## src/rtl/pbit_pkg.sv

```systemverilog
// pbit_pkg: Q4.2 format defaults, saturation limits, LFSR taps and the
// sign-magnitude helpers used by pbit_node.
package pbit_pkg;

    localparam int PBIT_N = 7;
    localparam int PBIT_Q = 2;

    // Sign-magnitude working width: 1 sign + (N+1) magnitude bits.
    localparam int SM_W = PBIT_N + 1;

    localparam logic [PBIT_N-1:0] SAT_NEG = 7'b1100000;
    localparam logic [PBIT_N-1:0] SAT_POS = 7'b0011111;

    // x^32 + x^22 + x^2 + x + 1, taps at bits 31, 21, 1, 0
    localparam logic [31:0] LFSR_TAPS     = 32'h8020_0003;
    localparam logic [31:0] LFSR_DEF_SEED = 32'h0000_0001;

    localparam logic [SM_W-1:0] SM_ONE = SM_W'(1);

    typedef struct packed {
        logic            sgn;
        logic [SM_W-1:0] mag;
    } sm_t;

    function automatic sm_t sm_norm(input sm_t a);
        sm_t res;
        res = a;
        if (a.mag == '0)
            res.sgn = 1'b0;
        return res;
    endfunction

    function automatic sm_t sm_mul_spin(input sm_t w, input logic s);
        sm_t res;
        res.mag = w.mag;
        res.sgn = w.sgn ^ ~s;
        return sm_norm(res);
    endfunction

    function automatic sm_t sm_add(input sm_t a, input sm_t b);
        sm_t res;
        if (a.sgn == b.sgn) begin
            res.sgn = a.sgn;
            res.mag = a.mag + b.mag;
        end else if (a.mag >= b.mag) begin
            res.sgn = a.sgn;
            res.mag = a.mag - b.mag;
        end else begin
            res.sgn = b.sgn;
            res.mag = b.mag - a.mag;
        end
        return sm_norm(res);
    endfunction

    // lim is the magnitude of the most negative code (8.0 in LSBs)
    function automatic sm_t sm_sat(input sm_t z, input logic [SM_W-1:0] lim);
        sm_t res;
        res = z;
        if (z.sgn && (z.mag > lim))
            res.mag = lim;
        else if (!z.sgn && (z.mag >= lim))
            res.mag = lim - SM_ONE;
        return res;
    endfunction

    function automatic logic signed [SM_W:0] sm_to_tc(input sm_t z);
        logic signed [SM_W:0] m;
        m = $signed({1'b0, z.mag});
        return z.sgn ? -m : m;
    endfunction

    function automatic logic [31:0] lfsr_seed(input logic [31:0] init);
        return (init == '0) ? LFSR_DEF_SEED : init;
    endfunction

endpackage

```

## src/rtl/pbit_lfsr.sv

```systemverilog
// pbit_lfsr: free-running 32-bit Fibonacci LFSR; low five bits give the
// signed random sample r used by the p-bit comparator.
module pbit_lfsr
    import pbit_pkg::*;
#(
    parameter logic [31:0] INIT = 32'h1
) (
    input  logic              CLK,
    input  logic              RST,
    output logic signed [4:0] r
);

    logic [31:0] state;
    logic        fb;

    assign fb = ^(state & LFSR_TAPS);

    always_ff @(posedge CLK or posedge RST) begin
        if (RST)
            state <= lfsr_seed(INIT);
        else
            state <= {state[30:0], fb};
    end

    assign r = state[4:0];

endmodule

```

## src/rtl/pbit_node.sv

```systemverilog
// pbit_node: probabilistic bit, pbit_val <= (sat(w_a*s_a + w_b*s_b + bias) > r).
// Define PBIT_DBG_EN to expose z_dbg / r_dbg.
module pbit_node
    import pbit_pkg::*;
#(
    parameter int          N    = PBIT_N,
    parameter int          Q    = PBIT_Q,
    parameter logic [31:0] INIT = 32'h1
) (
    input  logic         CLK,
    input  logic         RST,
    input  logic         en,
    input  logic         s_a,
    input  logic         s_b,
    input  logic [N-1:0] w_a,
    input  logic [N-1:0] w_b,
    input  logic [N-1:0] bias,
    output logic         pbit_val
`ifdef PBIT_DBG_EN
    ,
    output logic [N-1:0] z_dbg,
    output logic [4:0]   r_dbg
`endif
);

    localparam int SAT_LIM = 8 << Q;

    sm_t wa_sm;
    sm_t wb_sm;
    sm_t bias_sm;
    sm_t prod_a;
    sm_t prod_b;
    sm_t z_raw;
    sm_t z_sat;

    logic signed [SM_W:0] zc;
    logic signed [SM_W:0] r_ext;
    logic signed [4:0]    r;

    assign wa_sm   = {w_a[N-1], SM_W'(w_a[N-2:0])};
    assign wb_sm   = {w_b[N-1], SM_W'(w_b[N-2:0])};
    assign bias_sm = {bias[N-1], SM_W'(bias[N-2:0])};

    // The N+2 bit sum cannot overflow, so saturation sees the true value.
    always_comb begin
        prod_a = sm_mul_spin(wa_sm, s_a);
        prod_b = sm_mul_spin(wb_sm, s_b);
        z_raw  = sm_add(sm_add(prod_a, prod_b), bias_sm);
        z_sat  = sm_sat(z_raw, SM_W'(SAT_LIM));
        zc     = sm_to_tc(z_sat);
    end

    pbit_lfsr #(
        .INIT (INIT)
    ) u_lfsr (
        .CLK (CLK),
        .RST (RST),
        .r   (r)
    );

    assign r_ext = (SM_W+1)'(r);

    always_ff @(posedge CLK or posedge RST) begin
        if (RST)
            pbit_val <= 1'b0;
        else if (en)
            pbit_val <= (zc > r_ext);
    end

`ifdef PBIT_DBG_EN
    assign z_dbg = {z_sat.sgn, z_sat.mag[N-2:0]};
    assign r_dbg = r;
`endif

endmodule

```

## config.mk

```make
export PLATFORM = sky130hd
export DESIGN_NAME = pbit_node
export DESIGN_NICKNAME = d
export VERILOG_FILES = /design/src/rtl/pbit_pkg.sv /design/src/rtl/pbit_lfsr.sv /design/src/rtl/pbit_node.sv
export SDC_FILE = /design/constraint.sdc
export NUM_CORES = 1
export LEC_CHECK = 0
export ABC_AREA = 1
export CORE_ASPECT_RATIO = 1.5
export CORE_MARGIN = 1
export CORE_UTILIZATION = 45
export DETAILED_ROUTE_END_ITERATION = 12
export PLACE_DENSITY = 0.62
export SYNTH_ARGS = -nofsm -noshare
export SYNTH_HDL_FRONTEND = slang
export SYNTH_SLANG_ARGS = --single-unit
```

## constraint.sdc

```tcl
create_clock -name CLK -period 2 [get_ports CLK]
set_clock_uncertainty 0.2 [all_clocks]
set_input_delay 0.3 -clock CLK [delete_from_list [all_inputs] [get_ports CLK]]
set_output_delay 0.3 -clock CLK [all_outputs]
set_load 0.03 [all_outputs]
```

==> Word-level counts from Yosys, hierarchy flattened <==
Index checks and enable logic that the tools add are counted.
{ "totals": {"regBits": 33} }
{ "op_classes": {"n_reduce_logical": 8, "muxes": 11, "order_cmp": 5, "eq_ne": 2, "bitwise_logic": 4, "n_addsub": 7} }
{ "op_table": {"columns": ["op", "n"], "rows": [
  ["two-way mux 9 bit", 5],
  ["logical NOT 8 bit", 4],
  ["parity 32 bit", 1],
  ["two-way mux 8 bit", 2],
  ["subtractor 6 x 6 -> 7 bit", 2],
  ["greater-than comparator 9 x 5 -> 1 bit", 1],
  ["negator 8 -> 9 bit", 1],
  ["adder 8 x 6 -> 8 bit", 1],
  ["greater-or-equal comparator 8 x 6 -> 1 bit", 1],
  ["greater-or-equal comparator 8 x 6 -> 1 bit, second input constant", 1],
  ["greater-than comparator 8 x 6 -> 1 bit, second input constant", 1],
  ["subtractor 6 x 8 -> 8 bit", 1],
  ["subtractor 8 x 6 -> 8 bit", 1],
  ["adder 6 x 6 -> 7 bit", 1],
  ["greater-or-equal comparator 6 bit", 1],
  ["two-way mux 1 bit", 4],
  ["equality test 1 bit", 2],
  ["logical AND 1 bit", 2],
  ["inverter 1 bit", 2],
  ["XOR 1 bit", 2],
  ["logical NOT 1 bit", 1]
]} }

==> Longest topological paths before layout <==
{ "depth": {"word_depth": 18, "ltp_mapped": 51, "mapped_depth_nobuf": 49} }

==> Hierarchy <==
From an unflattened synthesis, not the netlist that was laid out.
{ "unflattened": {"cells_unflattened": 500, "hier_area_um2": 3628.5} }
{ "by_module_without_submodules": {"columns": ["module", "instances", "area_each_um2", "cells_per_inst", "seq_area_each_um2"], "rows": [
  ["pbit_node", 1, 2711.4, 443, 25.0],
  ["pbit_lfsr", 1, 917.1, 57, 802.0]
]} }

==> Least setup slack after synthesis <==
OpenSTA, ideal clock, no wires.
{ "synth_path": {"path_type": "in2reg", "start": "input port w_a[2]", "end": "register pbit_val", "path_slack_ns": -3.732, "required_ns": 1.670, "path_stages": 48, "arrival_ns": 5.402, "path_buffers": 2, "cell_sequence": "inv_1 > ha_1 > buf_6 > nand2_2 > nand2_2 > nor2_4 > nor2_4 > nor2_4 > nand2_1 > nand2_1 > nand2_1 > nand2_2 > inv_1 > ha_1 > clkbuf_1 > a21o_1 > a21oi_1 > o21ai_1 > [12 not listed] > nand2_4 > o21ai_0 > inv_1 > ha_1 > inv_1 > nand2_1 > xor2_1 > inv_1 > ha_1 > a21oi_1 > o21ai_0 > a21oi_1 > nand3b_1 > a21oi_1 > o21ai_0 > a2bb2oi_1 > o211ai_1 > o21ai_0"} }
{ "synth_between": {"elab_chain_cells": 17, "word_cells_on_any_way": 30} }
{ "synth_lines": {"columns": ["element", "line", "source"], "rows": [
  ["start: declaration", "pbit_node.sv:15", "input logic [N-1:0] w_a,"],
  ["branches (longest 3 deep; another with subtractor 6 x 6 -> 7 bit)", null, null],
  ["two-way mux 9 bit (*)", "pbit_pkg.sv:42", "if (a.sgn == b.sgn) begin"],
  ["branches (longest 3 deep; another with subtractor 6 x 8 -> 8 bit)", null, null],
  ["two-way mux 9 bit (*)", "pbit_pkg.sv:42", null],
  ["branches (longest 7 deep; another with negator 8 -> 9 bit)", null, null],
  ["two-way mux 9 bit (*)", "pbit_pkg.sv:69", "return z.sgn ? -m : m;"],
  ["greater-than comparator 9 x 5 -> 1 bit (*)", "pbit_node.sv:67", "pbit_val <= (zc > r_ext);"],
  ["end signal: assignment", "pbit_node.sv:67", null],
  ["end: declaration", "pbit_node.sv:18", "output logic pbit_val"]
]} }
Every way passes the cells marked *.
A chain may end at the register's enable or synchronous reset.

==> Worst setup path after layout <==
{ "layout_path": {"start": "input port w_a[1]", "end": "register pbit_val"} }
The elaborated chain is that of the path after synthesis.

==> reports/metrics.yaml <==
p_leak_nw: 3.11
worstMarginPinSlew_ps: 454
cp-end-kind: "flip-flop"
num-nets-final: 753
ios: 27
synth.top_cells.by_count: "nand2_1, inv_1, ha_1"
yosysMostFrequentCell: "nand2_1"
crit_path_frequent_cell: "nand2_2"
p_seq_share_pct: 12.1
hp-class: "reg -> reg"
hold_end: "u_lfsr.state[9]$_DFF_PP0_"
crit_fanout: 6
p_clk_share_pct: 12.9
intPower_w: 0.00320
cts.sinks: 33
fmax_mhz: 182
status: "finished, violations left"
syn-cell-area_um2: 3670
grt_usage_pct: 26.2
avgSynthCellArea_um2: 7.54
r2r_end: "pbit_val$_DFFE_PP0P_"
cts_tree: "yes"
fp.dieW_um: 75.7
die_h_um: 113
ff2ff_path_depth: 11
cts_buffers: 5
hpwl_um: 7900
grt_pass1_vias: 3991
overflow: 0
gp_congestion: 0.925
synth_top_area_share_pct: 21.8
placed_area_um2: 5020
dp_worst_setup_slack_ps: -4430
synthCells: 486
grt_max_degree: 34
drive_gt1_share_pct: 48.1
diodes: 0
syn_to_final_growth_pct: 56.8
drt_iter0_markers: 136
synth_nets: 565
synth_top_area_cell: "dfrtp_1"
detail-route-antenna-nets: 0
clock_latency_ps: 280
dr.pass1.iters: 4
powerDensity_nw_per_um2: 984
synth.yosys.warnings: 0
holdWs_ps: 147
die-area_um2: 8520
cp.required_ps: 2000
hold_depth: 0
failed_checks: "setup timing"
yosys_register_bits: 33
critPathKind: "in -> reg"
num_rows: 40
cp-start-kind: "input port"
setup_ws_ps: -3500
yosysUniqueCellTypes: 44
cts.root.buffer_cell: "clkbuf_16"
async_flop_share_pct: 100
wl_per_cell_um: 13.7
finalWirelength_um: 10700
p_sw_share_pct: 43.5
clock_path_buffers: 2
via_per_inst: 4.79
reg2reg_from: "u_lfsr.state[1]$_DFF_PP0_"
max_stage_delay_ps: 350
design_area_um2: 5750
ir_worst_vdd_v: 0.000628
fin_crit_sh_pct: 275
vias: 3740
synth_edf_count: 0
maxCapViolations: 0
ctsHoldBuffers: 0
antenna_found_initial: 0
ys_seq_area_share_pct: 22.6
hp-start: "u_lfsr.state[8]$_DFF_PP0_"
hold_viol_final: 0
htree_levels: 2
drc: 0
slew_violations: 0
reg2reg_slack_ps: -30
p_switching_w: 0.00246
total_power_w: 0.00566
synth-main-ff-cell: "dfrtp_1"
relSlewSlack_pct: 69.5
crit_arrival_ps: 5510
combPwrFrac_pct: 75.0
port_buffers: 26
slowest_stage: "fa_2"
rsz0062_at_grt: "true"
clkTransAtPathRegs_ps: 50
grt_pass1_wl_um: 17000
core_um2: 7960
start_util_pct: 46.1
yosys-top-cells-area: "dfrtp_1, ha_1, nand2_1, inv_1, nand2_2"
setup_viol: 1
fin_crit_ps: 5500
## power groups by stage
stage | combinational [W] | sequential, W | clock, W
after global routing | 0.00462 | 0.000684 | 0.000776
after CTS | 0.00393 | 0.000682 | 0.000751
after global placement | 0.00339 | 0.000695 | 0
final | 0.00424 | 0.000683 | 0.000732
after floorplan | 0.00221 | 0.000709 | 0
after detailed placement | 0.00347 | 0.000694 | 0
## cell usage in the layout, fill, tap and decap left out, drive strengths merged, types with 3 or more instances in the layout
cell type,n
inv,84
o21ai,16
xnor2,6
nand3,23
fa,6
clkinv,3
nand3b,5
buf,168
clkbuf,10
xor2,19
nand4,7
dfrtp,32
nor2,41
ha,47
nand2,150
clkdlybuf4s50,14
a21oi,23
## metrics by stage
step                      cells  util, %  setup TNS [ps]
after floorplan             486        -           -3450
after global placement      733     63.1           -4320
after detailed placement    733     63.1           -4430
after CTS                   775     70.4           -3440
after global routing        780     72.2           -3860
final                       780     72.2           -3500
## worst max-delay path by stage
stage / startpoint / to / slack (ps) / cells past startpoint
3_5_place_dp: w_a[1] / pbit_val$_DFFE_PP0P_ / -4430 / 46
5_1_grt: w_a[1] / pbit_val$_DFFE_PP0P_ / -3860 / 49
3_3_place_gp: w_a[1] / pbit_val$_DFFE_PP0P_ / -4320 / 48
6_report: w_a[1] / pbit_val$_DFFE_PP0P_ / -3500 / 46
2_1_floorplan: w_a[2] / pbit_val$_DFFE_PP0P_ / -3450 / 49
4_1_cts: w_a[1] / pbit_val$_DFFE_PP0P_ / -3440 / 49
## critical path, delay by kind of cell
| kind | cells | cell delay (ps) |
|---|---|---|
| AOI/OAI and AO/OA | 8 | 970 |
| xor gates and xnor gates | 2 | 310 |
| adders and majority gates | 4 | 1080 |
| buffers and inverters | 10 | 1000 |
| and+or+nand+nor | 22 | 1830 |
## state kept, by name, indices dropped and copies added (netlist names)
| name | count |
|---|---|
| pbit_val | 1 |
| u_lfsr.state | 32 |
## routing by layer
layer	global-route usage, %	vias to the layer above	share of wire [%]
met5	0	-	0
met4	13.2	0	4.6
met3	2.24	35	1.4
met2	53.5	63	60
met1	23.5	1766	34
li1	-	1876	-
## area by class of cell
| class | count | area, µm² |
|---|---|---|
| inverter | 86 | 333 |
| fill | 621 | 2210 |
| clock inverter | 3 | 17.5 |
| timing repair buffer | 188 | 1470 |
| multi-input combinational | 360 | 2850 |
| clock buffer | 5 | 125 |
| tap | 105 | 131 |
| sequential | 33 | 827 |
## what timing repair did
| action | in CTS | in global routing |
|---|---|---|
| setup endpoints to repair | 1 | 1 |
| pin swaps | 59 | 45 |
| hold endpoints to repair | 0 | 0 |
| gates resized for setup | 98 | 39 |
| buffers inserted | 34 | 5 |
## logic make-up after synthesis
logic type / after synthesis / synth area share, %
fa+ha+maj: 53 / 19.3
flops: 33 / 22.6
buf+inv: 93 / 10.1
xor+xnor: 25 / 5.97
simple gates: 229 / 33.3
compound gates: 53 / 8.67
No activity file was read; power rests on OpenSTA's default activity.
